File: src/rtl/serial_adder.sv
// Bit-serial adder/subtractor: one full-adder cell plus a carry flop, LSB first,
// one bit per clock under a start/busy/done handshake.

module serial_adder_fa (
  input  logic x,
  input  logic y,
  input  logic cin,
  output logic sum,
  output logic cout
);
  assign sum  = x ^ y ^ cin;
  assign cout = (x & y) | (x & cin) | (y & cin);
endmodule

module serial_adder #(
  parameter int WIDTH = 8
) (
  input  logic             clock,
  input  logic             reset,
  input  logic             start,
  input  logic             sub,
  input  logic [WIDTH-1:0] a,
  input  logic [WIDTH-1:0] b,
  input  logic             ci,
  output logic             busy,
  output logic             done,
  output logic [WIDTH-1:0] s,
  output logic             co,
  output logic             ovf
);
  localparam int CW = $clog2(WIDTH);
  localparam logic [CW-1:0] LAST = CW'(WIDTH - 1);

  typedef enum logic [1:0] {IDLE, RUN, DONE} state_e;

  state_e           state_q, state_d;
  logic [WIDTH-1:0] a_sh_q, a_sh_d;
  logic [WIDTH-1:0] b_sh_q, b_sh_d;
  logic [WIDTH-1:0] sum_sh_q, sum_sh_d;
  logic [CW-1:0]    cnt_q, cnt_d;
  logic             carry_q, carry_d;
  logic [WIDTH-1:0] s_q, s_d;
  logic             co_q, co_d;
  logic             ovf_q, ovf_d;
  logic             busy_q, busy_d;
  logic             done_q, done_d;

  logic fa_sum, fa_cout;

  serial_adder_fa u_fa (
    .x    (a_sh_q[0]),
    .y    (b_sh_q[0]),
    .cin  (carry_q),
    .sum  (fa_sum),
    .cout (fa_cout)
  );

  always_comb begin
    state_d  = state_q;
    a_sh_d   = a_sh_q;
    b_sh_d   = b_sh_q;
    sum_sh_d = sum_sh_q;
    cnt_d    = cnt_q;
    carry_d  = carry_q;
    s_d      = s_q;
    co_d     = co_q;
    ovf_d    = ovf_q;
    busy_d   = busy_q;
    done_d   = 1'b0;

    case (state_q)
      IDLE, DONE: begin
        // Subtraction is a + ~b + 1, so the inverted operand and forced carry are loaded here.
        if (start) begin
          a_sh_d   = a;
          b_sh_d   = sub ? ~b : b;
          carry_d  = sub ? 1'b1 : ci;
          sum_sh_d = '0;
          cnt_d    = '0;
          busy_d   = 1'b1;
          state_d  = RUN;
        end else begin
          busy_d  = 1'b0;
          state_d = IDLE;
        end
      end
      RUN: begin
        carry_d  = fa_cout;
        sum_sh_d = {fa_sum, sum_sh_q[WIDTH-1:1]};
        a_sh_d   = a_sh_q >> 1;
        b_sh_d   = b_sh_q >> 1;
        if (cnt_q == LAST) begin
          // carry_q is the carry into the MSB on this edge.
          s_d     = sum_sh_d;
          co_d    = fa_cout;
          ovf_d   = carry_q ^ fa_cout;
          busy_d  = 1'b0;
          done_d  = 1'b1;
          state_d = DONE;
        end else begin
          cnt_d = cnt_q + CW'(1);
        end
      end
      default: begin
        busy_d  = 1'b0;
        state_d = IDLE;
      end
    endcase
  end

  always_ff @(posedge clock) begin
    if (reset) begin
      state_q  <= IDLE;
      a_sh_q   <= '0;
      b_sh_q   <= '0;
      sum_sh_q <= '0;
      cnt_q    <= '0;
      carry_q  <= 1'b0;
      s_q      <= '0;
      co_q     <= 1'b0;
      ovf_q    <= 1'b0;
      busy_q   <= 1'b0;
      done_q   <= 1'b0;
    end else begin
      state_q  <= state_d;
      a_sh_q   <= a_sh_d;
      b_sh_q   <= b_sh_d;
      sum_sh_q <= sum_sh_d;
      cnt_q    <= cnt_d;
      carry_q  <= carry_d;
      s_q      <= s_d;
      co_q     <= co_d;
      ovf_q    <= ovf_d;
      busy_q   <= busy_d;
      done_q   <= done_d;
    end
  end

  assign busy = busy_q;
  assign done = done_q;
  assign s    = s_q;
  assign co   = co_q;
  assign ovf  = ovf_q;
endmodule

File: config.mk
export PLATFORM = sky130hd
export DESIGN_NAME = serial_adder
export DESIGN_NICKNAME = d
export VERILOG_FILES = /design/src/rtl/serial_adder.sv
export SDC_FILE = /design/constraint.sdc
export NUM_CORES = 1
export LEC_CHECK = 0
export CAP_MARGIN = 20
export CORE_ASPECT_RATIO = 0.7
export CORE_UTILIZATION = 54
export DETAILED_ROUTE_END_ITERATION = 10
export GPL_TIMING_DRIVEN = 0
export PLACE_DENSITY = 0.88
export REMOVE_ABC_BUFFERS = 1
export SETUP_SLACK_MARGIN = 0.2
export SYNTH_ARGS = -nofsm -noshare
export SYNTH_HDL_FRONTEND = slang
export SYNTH_SLANG_ARGS = --single-unit
File: constraint.sdc
create_clock -name clock -period 3.5 [get_ports clock]
set_input_delay 0.7 -clock clock [delete_from_list [all_inputs] [get_ports clock]]
set_output_delay 0.7 -clock clock [all_outputs]
set_load 0.01 [all_outputs]
# == Word-level counts from Yosys, hierarchy flattened ==
# Index checks and enable logic that the tools add are counted.
# word_totals
register_bits,42
word_cells,55
in_bits,21
out_inout_bits,12
# classes
reduce_logical,7
bitwise_logic,10
add_sub_neg,1
muxes,20
eq_ne,6
# ops
cell,n
$pmux 8 s2,3
$mux 8,4
$not 8->8,1
$mux 1,6
$mux 3,2
$ne 2x2->1 const B,3
$pmux 3 s2,1
$pmux 1 s2,2
$pmux 2 s2,1
$reduce_and 2->1,2
$reduce_or 2->1,2
$add 3x1->3 const B,1
$and 1x1->1,3
$eq 3x3->1 const B,1
$reduce_and 3->1,1
$xor 1x1->1,3
$eq 2x1->1 const B,1
$eq 2x2->1 const B,1
$logic_not 2->1,1
$mux 2,1
$or 1x1->1,2
$reduce_bool 2->1,1
$not 1->1,1

# == Longest topological paths before layout ==
# Gate-level depths: netlist of the first run.
# logic_depth
ltp_word,4
ltp_mapped,6
ltp_nobuf,5

# == Hierarchy ==
# A second synthesis of the first run with hierarchy kept.
# unflattened
hier_cells,196
hier_area_um2,1709.1
# modules_own_cells
module,cells_per_inst,area_each_um2,seq_area_each_um2,instances
serial_adder,195,1689.1,820.8,1
serial_adder_fa,1,20.0,0.0,1

# == Least setup slack after synthesis of the first run ==
# Ideal clock, no wire load.
# synth_timing
path_type,input to register
start,input start
end,register a_sh_q[3]
required_time_ns,3.368
slack_ns,2.048
cell_stages,5
setup_time_ns,0.132
arrival_ns,1.320
path_buffers,2
path_cell_list,nor2b_1 > buf_2 > buf_2 > a22oi_1 > a21oi_1
# synth_between
elab_chain_len,2
# synth_lines
element,line,text
start: declaration,20,"input logic start,"
$ne 2x2->1 (no source line),-,
$reduce_and 2->1 (no source line),-,
end signal: assignment,126,a_sh_q <= a_sh_d;
end: declaration,37,"logic [WIDTH-1:0] a_sh_q, a_sh_d;"
# No other way between the ends.
# A chain may end at the register's enable or synchronous reset.

# == Worst setup path in the final report of the first run ==
# layout_timing
start,input start
end,register a_sh_q[7]
# The elaborated chain is that of the path after synthesis.

==> results_tabular.tex, run 1 <==
\begin{tabular}{lr}
\hline
Metric & Value \\
\hline
\multicolumn{2}{l}{\textbf{STA}} \\
Crit path time final & 2.070 ns \\
Setup violations, final & 0 \\
Portion of the clock cycle consumed by the worst path in the final layout & 0.5913 \\
Fin. Hold Viols & 0 \\
Post-Route Hold Slack & 0.4541 ns \\
Relative max-transition margin & 0.3376 \\
Sum Neg Setup Slack & 0 ns \\
Fmax & 0.4832 GHz \\
RSZ-0062 raised after global routing & false \\
Fin. max-slew vios & 0 \\
Worst setup skew after layout & 0.008369 ns \\
Pin slew with the least headroom to its limit & 0.9936 ns \\
\multicolumn{2}{l}{\textbf{Global routing}} \\
Number of global-route vias before repair & 1247 \\
Antenna violations before repair & 0 \\
Global-route wire length before repair & 5.664 mm \\
Overall fraction of global-route tracks in use & 0.2349 \\
Remaining Overflow, GRT & 0 \\
Pin count of the biggest net entering global routing & 31 \\
\multicolumn{2}{l}{\textbf{Die}} \\
Number of placed I/O pins & 33 \\
Chip width & 68.50 um \\
Initial Util & 0.5839 \\
Die Span Y & 48.55 um \\
Num rows & 16 \\
Placeable Area & 0.002863 mm2 \\
Area enclosed by the die boundary & 0.003326 mm2 \\
\multicolumn{2}{l}{\textbf{Critical path}} \\
Critical path data required time & 3.71 ns \\
Crit-path max cell delay & 0.72 ns \\
Crit start category & input port \\
Sequence of cells on the critical path & clkdlybuf4s50\_1, nand2b\_1, nand3\_1, a21oi\_1 \\
Register-to-register path setup slack & 1.77 ns \\
Capture instance of the worst register-to-register path & a\_sh\_q[7]\$\_SDFFE\_PP0P\_ \\
Critical path class & input port to flip-flop \\
Kind of end point of the critical path & flip-flop \\
FF-to-FF Start & state\_q[0]\$\_SDFFE\_PP0P\_ \\
Worst-path maximum fanout & 28 \\
Beginning of the critical path & start \\
Crit path DAT & 2.28 ns \\
Slowest stage cell on the critical path & nand2b\_1 \\
Worst reg-to-reg path cell count & 3 \\
\multicolumn{2}{l}{\textbf{Placed design}} \\
Buffers on Ports & 32 \\
Final RePlAce weighted congestion & 0.7608 \\
Sum of net half-perimeters after detailed placement & 2.342 mm \\
\multicolumn{2}{l}{\textbf{Clocking}} \\
Post-cts repair resize count & 0 \\
Count of hold-fix buffers inserted at cts & 0 \\
Num Clock Sinks & 41 \\
Clock tree from TritonCTS & yes \\
Post-CTS Setup Inserts & 0 \\
Clock transition time at the flip-flop clock pins of the worst setup and hold paths & 0.08 ns \\
Largest buffer count on any clock path & 2 \\
Master cell of the clock root buffer & clkbuf\_8 \\
H-tree levels & 2 \\
Worst skew pair latency & 0.30 ns \\
Clock buffers created by TritonCTS & 5 \\
\multicolumn{2}{l}{\textbf{Power and ir drop}} \\
Portion of total power attributed to combinational logic & 0.109 \\
Total power divided by cell area & 479.4 mW/mm2 \\
Highest ir drop seen on vdd & 0.4214 mV \\
Switching power total & 0.0002327 W \\
Net Sw Frac & 0.2328 \\
Leakage power summed over all cells & 0.7307 nW \\
Sequential power share & 0.498 \\
Clock group share of total power & 0.393 \\
Overall power after layout & 0.0009999 W \\
Internal power contribution & 0.0007671 W \\
\multicolumn{2}{l}{\textbf{Min path}} \\
Hold Path Depth & 2 \\
End of the worst hold path & s[1]\$\_SDFFE\_PP0P\_ \\
Startpoint of the lowest-slack hold path & s[1]\$\_SDFFE\_PP0P\_ \\
Path type of the worst min-delay path & flip-flop to flip-flop \\
\multicolumn{2}{l}{\textbf{Synth}} \\
Simple-Gate Fraction of Synth Area & 0.1961 \\
Dominant synthesized flop cell & dfxtp\_1 \\
Fraction of synthesis flops using an asynchronous set or reset pin & 0 \\
Mux share of post-synthesis cell area & 0 \\
Xor and xnor fraction of the mapped netlist area & 0.04716 \\
Share of the synthesized area in compound gates (AO/OA/AOI/OAI) & 0.1849 \\
Cell type with the largest total area after synthesis & dfxtp\_1 \\
Number of register bits inferred by synthesis & 41 \\
Sequential fraction of the synthesis area & 0.4910 \\
Top post-synthesis cells by area & dfxtp\_1, a21oi\_1, nand3\_1 \\
Dominant combinational cell family by area after synthesis & simple AND/OR/NAND/NOR gates \\
Most numerous cell in the Yosys netlist & dfxtp\_1 \\
Top cells by instance count after synthesis & dfxtp\_1, a21oi\_1, nand2\_1 \\
Unique masters post-synth & 23 \\
Post-Synth Adder-Cell Area & 0.02695 \\
Combined area of all synthesized cells & 0.001672 mm2 \\
Synth warn & 0 \\
Proportion of netlist area held by the largest area contributor & 0.4910 \\
Count of mapped cells out of synthesis & 195 \\
Average footprint of a synthesized cell & 8.572 um2 \\
Number of enable flip-flop cells after synthesis & 0 \\
\multicolumn{2}{l}{\textbf{Route}} \\
Total number of vias & 1495 \\
Residual DRC count & 0 \\
Wirelength per Cell & 14.05 um \\
DRT Wirelength & 3.584 mm \\
1st-pass router iterations & 5 \\
Detailed router's first-iteration violation count & 105 \\
Post-DR vias/cell & 5.863 \\
Antenna violation net count after detailed routing & 0 \\
\multicolumn{2}{l}{\textbf{Flow run}} \\
Max-cap viol count & 0 \\
\multicolumn{2}{l}{\textbf{Cells and area}} \\
Final nets & 242 \\
Layout cells sized above 1 & 0.04110 \\
Number of fill cells in the layout & 191 \\
Area growth, synth to finish & 24.78\% \\
Number of diodes & 0 \\
\multicolumn{2}{l}{\textbf{Outcome}} \\
Result of the run & complete, no violations \\
\hline
\end{tabular}
==> how the worst max path moves through the flow <==
stage | end | slack [ns] | cells after the start
4_1_cts | carry_q$_SDFFE_PP0P_ | 1.21 | 4
3_3_place_gp | carry_q$_SDFFE_PP0P_ | 0.85 | 4
5_1_grt | a_sh_q[7]$_SDFFE_PP0P_ | 1.34 | 4
2_1_floorplan | carry_q$_SDFFE_PP0P_ | 1.73 | 3
6_report | a_sh_q[7]$_SDFFE_PP0P_ | 1.43 | 4
3_5_place_dp | carry_q$_SDFFE_PP0P_ | 0.90 | 4
==> cells by family after synthesis <==
group                    Yosys count
XOR/XNOR                           9
adder cells (fa/ha/maj)            3
buffers and inverters             18
flip-flops                        41
AO/OA/AOI/OAI                     54
AND/OR/NAND/NOR                   70
==> registers in the layout, indices dropped and copies added, names as in the netlist <==
register / flops
a_sh_q: 8
b_sh_q: 8
s: 8
sum_sh_q: 7
cnt_q: 3
state_q: 2
busy: 1
carry_q: 1
co: 1
done: 1
ovf: 1
==> final cells by class <==
cell class | count | area (um2) | area share
Tap cell | 36 | 45.04 | 0.02160
Sequential cell | 41 | 820.8 | 0.3935
Multi-Input combinational cell | 136 | 760.7 | 0.3647
Timing Repair Buffer | 34 | 342.8 | 0.1644
Clock inverter | 1 | 30.03 | 0.01440
Clock buffer | 7 | 86.33 | 0.04139
==> per-stage QoR <==
step                setup WS (ns)  instances    util  area, um2
floorplan                   1.734        177       -       1582
global placement           0.8473        245  0.6801       1947
detailed placement         0.9039        246  0.6853       1962
CTS                         1.210        254  0.7260       2078
global route                1.337        255  0.7286       2086
finish                      1.430        255  0.7286       2086
==> metal layers <==
| layer | vias to the layer above | part of all wire | track usage |
|---|---|---|---|
| met5 | - | 0 | 0 |
| met4 | 0 | 0.014 | 0.08681 |
| met3 | 7 | 0.065 | 0.08491 |
| met2 | 62 | 0.50 | 0.3775 |
| met1 | 709 | 0.42 | 0.2827 |
| li1 | 717 | - | - |
==> power by group through the flow <==
stage | Sequential, W | Combinational, W | Clock [W]
finish | 0.000498 | 0.000109 | 0.000393
detailed placement | 0.000509 | 0.000106 | 0
CTS | 0.000498 | 0.000106 | 0.000396
global route | 0.000500 | 0.000118 | 0.000420
floorplan | 0.000506 | 0.0000562 | 0
global placement | 0.000507 | 0.0000997 | 0
==> cells in the final DEF (no fill, tap or decap), drive strengths merged, types with 2 or more instances in the layout <==
cell | netlist | routed
dfxtp | 41 | 41
a21oi | 37 | 37
clkdlybuf4s50 | 0 | 32
nand2 | 30 | 30
nand3 | 27 | 27
a22oi | 14 | 14
xor2 | 8 | 8
clkbuf | 6 | 7
nor2 | 4 | 4
nand2b | 3 | 3
ha | 2 | 2
buf | 12 | 2
==> worst max-delay path, delay by kind of cell <==
family | cells | cell delay, ns
compound gates | 1 | 0.21
simple gates | 2 | 0.92
buf+inv | 1 | 0.44
Power figures use the tool's default switching activity.
==> run 2: changes to the inputs <==
CORE_UTILIZATION = 50   (was 54)
PLACE_DENSITY = 0.83   (was 0.88)
clock period = 2 ns   (was 3.5 ns; I/O delays follow)
==> results_tabular.tex, run 2 (synthesis results as in run 1) <==
\begin{tabular}{lr}
\hline
Metric & Value \\
\hline
\multicolumn{2}{l}{\textbf{STA}} \\
Fin. max-slew vios & 0 (unchanged) \\
Sum Neg Setup Slack & 0 ns (unchanged) \\
Worst setup skew after layout & 0.006378 ns (-0.001990 ns) \\
Portion of the clock cycle consumed by the worst path in the final layout & 0.8040 \\
Fin. Hold Viols & 0 (unchanged) \\
RSZ-0062 raised after global routing & false \\
Pin slew with the least headroom to its limit & 0.9544 ns (-0.03920 ns) \\
Crit path time final & 1.608 ns \\
Setup violations, final & 0 (unchanged) \\
Fmax & 0.6219 GHz \\
Relative max-transition margin & 0.3637 (+0.02613) \\
\multicolumn{2}{l}{\textbf{Route}} \\
Detailed router's first-iteration violation count & 76 (-28\%) \\
Antenna violation net count after detailed routing & 0 (unchanged) \\
Wirelength per Cell & 13.29 um (-5.5\%) \\
Post-DR vias/cell & 5.603 (-4.4\%) \\
Total number of vias & 1440 (-3.7\%) \\
1st-pass router iterations & 4 (-1) \\
DRT Wirelength & 3.415 mm (-4.7\%) \\
Residual DRC count & 0 (unchanged) \\
\multicolumn{2}{l}{\textbf{Power and ir drop}} \\
Leakage power summed over all cells & 0.7478 nW (+2.3\%) \\
Overall power after layout & 0.001854 W (+85\%) \\
Total power divided by cell area & 871.5 mW/mm2 (+82\%) \\
Highest ir drop seen on vdd & 0.5608 mV (+33\%) \\
\multicolumn{2}{l}{\textbf{Global routing}} \\
Antenna violations before repair & 0 (unchanged) \\
Pin count of the biggest net entering global routing & 29 (-6.5\%) \\
Number of global-route vias before repair & 1298 (+4.1\%) \\
Overall fraction of global-route tracks in use & 0.2112 (-0.02372) \\
Global-route wire length before repair & 5.651 mm (-0.23\%) \\
Remaining Overflow, GRT & 0 (unchanged) \\
\multicolumn{2}{l}{\textbf{Clocking}} \\
Clock tree from TritonCTS & yes \\
Clock buffers created by TritonCTS & 5 (unchanged) \\
H-tree levels & 2 (unchanged) \\
Count of hold-fix buffers inserted at cts & 0 (unchanged) \\
Clock transition time at the flip-flop clock pins of the worst setup and hold paths & 0.08 ns (about the same) \\
Num Clock Sinks & 41 (unchanged) \\
Master cell of the clock root buffer & clkbuf\_8 \\
Post-cts repair resize count & 0 (unchanged) \\
Post-CTS Setup Inserts & 0 (unchanged) \\
Worst skew pair latency & 0.30 ns (about the same) \\
Largest buffer count on any clock path & 2 (unchanged) \\
\multicolumn{2}{l}{\textbf{Critical path}} \\
Capture instance of the worst register-to-register path & b\_sh\_q[6]\$\_SDFFE\_PP0P\_ \\
Sequence of cells on the critical path & nand2b\_1, nand3\_1, a21oi\_1 \\
Crit path DAT & 1.83 ns (-0.45 ns) \\
Worst-path maximum fanout & 24 (-14\%) \\
Critical path class & flip-flop to flip-flop \\
Register-to-register path setup slack & 0.39 ns (-1.38 ns) \\
Critical path data required time & 2.22 ns (-1.49 ns) \\
FF-to-FF Start & state\_q[1]\$\_SDFFE\_PP0P\_ \\
Crit-path max cell delay & 0.76 ns (+0.04 ns) \\
Crit start category & flip-flop \\
Worst reg-to-reg path cell count & 3 (unchanged) \\
Slowest stage cell on the critical path & nand2b\_1 \\
Kind of end point of the critical path & flip-flop \\
\multicolumn{2}{l}{\textbf{Min path}} \\
End of the worst hold path & s[0]\$\_SDFFE\_PP0P\_ \\
Startpoint of the lowest-slack hold path & s[0]\$\_SDFFE\_PP0P\_ \\
Hold Path Depth & 2 (unchanged) \\
Path type of the worst min-delay path & flip-flop to flip-flop \\
\multicolumn{2}{l}{\textbf{Placed design}} \\
Placed cell count & 249 (+1.2\%) \\
Buffers on Ports & 32 (unchanged) \\
Sum of net half-perimeters after detailed placement & 2.161 mm (-7.7\%) \\
Final RePlAce weighted congestion & 0.7231 (-5.0\%) \\
\multicolumn{2}{l}{\textbf{Cells and area}} \\
Most frequent cells in the layout & dfxtp\_1, a21oi\_1, clkdlybuf4s50\_1, nand2\_1, nand3\_1 \\
Post-layout utilization of the core & 0.6711 (-0.05744) \\
Seq. cell area & 820.8 um2 (unchanged) \\
Number of standard cells in the layout, taps in and fillers out & 257 (+0.78\%) \\
Final nets & 242 (unchanged) \\
Area growth, synth to finish & 27.25\% \\
Commonest non-fill, non-tap cell in the layout & dfxtp\_1 \\
Number of diodes & 0 (unchanged) \\
Multi-input gate area in the final layout & 765.7 um2 (+0.66\%) \\
Layout cells sized above 1 & 0.05479 (+0.01370) \\
Number of fill cells in the layout & 293 (+53\%) \\
\multicolumn{2}{l}{\textbf{Die}} \\
Num rows & 17 (+1) \\
Initial Util & 0.5274 (-0.05648) \\
Area enclosed by the die boundary & 0.003582 mm2 (+7.7\%) \\
Chip width & 71.11 um (+3.8\%) \\
Placeable Area & 0.003169 mm2 (+11\%) \\
Die Span Y & 50.38 um (+3.8\%) \\
Number of placed I/O pins & 33 (unchanged) \\
\multicolumn{2}{l}{\textbf{Outcome}} \\
Result of the run & complete, no violations \\
\multicolumn{2}{l}{\textbf{Flow run}} \\
Max-cap viol count & 0 (unchanged) \\
\hline
\end{tabular}
-- run 2: critical path: cells and delay by family (launching register included) --
| kind | cells | cell delay, ns |
|---|---|---|
| compound gates | 1 | 0.20 |
| flops | 1 | 0.39 |
| simple gates | 2 | 0.94 |
-- run 2: layout make-up --
| cell class | count | share of cell area |
|---|---|---|
| sequential | 41 | 0.3859 |
| multi-input combinational | 136 | 0.3600 |
| timing repair buffer | 34 | 0.1688 |
| clock buffer | 5 | 0.03235 |
| clock inverter | 3 | 0.03059 |
| tap | 38 | 0.02235 |
-- run 2: per-layer routing --
metal  routed length, um  share of wire  GRT usage  vias up
li1                    -              -          -      718
met3                 185          0.054    0.06426        6
met2                1629           0.48     0.3446       39
met5                   0              0          0        -
met4                  62          0.018     0.1100        0
met1                1538           0.45     0.2538      677
-- run 2: stage by stage --
step | setup WS (ns) | instance area, um2 | hold WS, ns
2_1_floorplan | 0.5341 | 1582 | 0.4260
3_3_place_gp | -0.3616 | 1949 | 0.4417
3_5_place_dp | -0.02090 | 1988 | 0.4486
4_1_cts | 0.2807 | 2122 | 0.4599
5_1_grt | 0.2813 | 2127 | 0.4706
6_report | 0.3920 | 2127 | 0.4568
-- run 2: report_power, final --
part	internal [W]	leakage (nW)	total (W)	switching, W
Combinational	0.0000918	0.346	0.000199	0.000107
Sequential	0.000849	0.334	0.000870	0.0000209
Clock	0.000496	0.0681	0.000785	0.000289
-- run 2: worst max path at each step --
stage | from | to | slack (ns) | cells past startpoint
3_3_place_gp | start | carry_q$_SDFFE_PP0P_ | -0.36 | 4
6_report | state_q[1]$_SDFFE_PP0P_ | b_sh_q[6]$_SDFFE_PP0P_ | 0.39 | 3
5_1_grt | state_q[1]$_SDFFE_PP0P_ | b_sh_q[6]$_SDFFE_PP0P_ | 0.28 | 3
4_1_cts | start | b_sh_q[1]$_SDFFE_PP0P_ | 0.28 | 5
3_5_place_dp | start | a_sh_q[0]$_SDFFE_PP0P_ | -0.02 | 5
2_1_floorplan | start | carry_q$_SDFFE_PP0P_ | 0.53 | 3
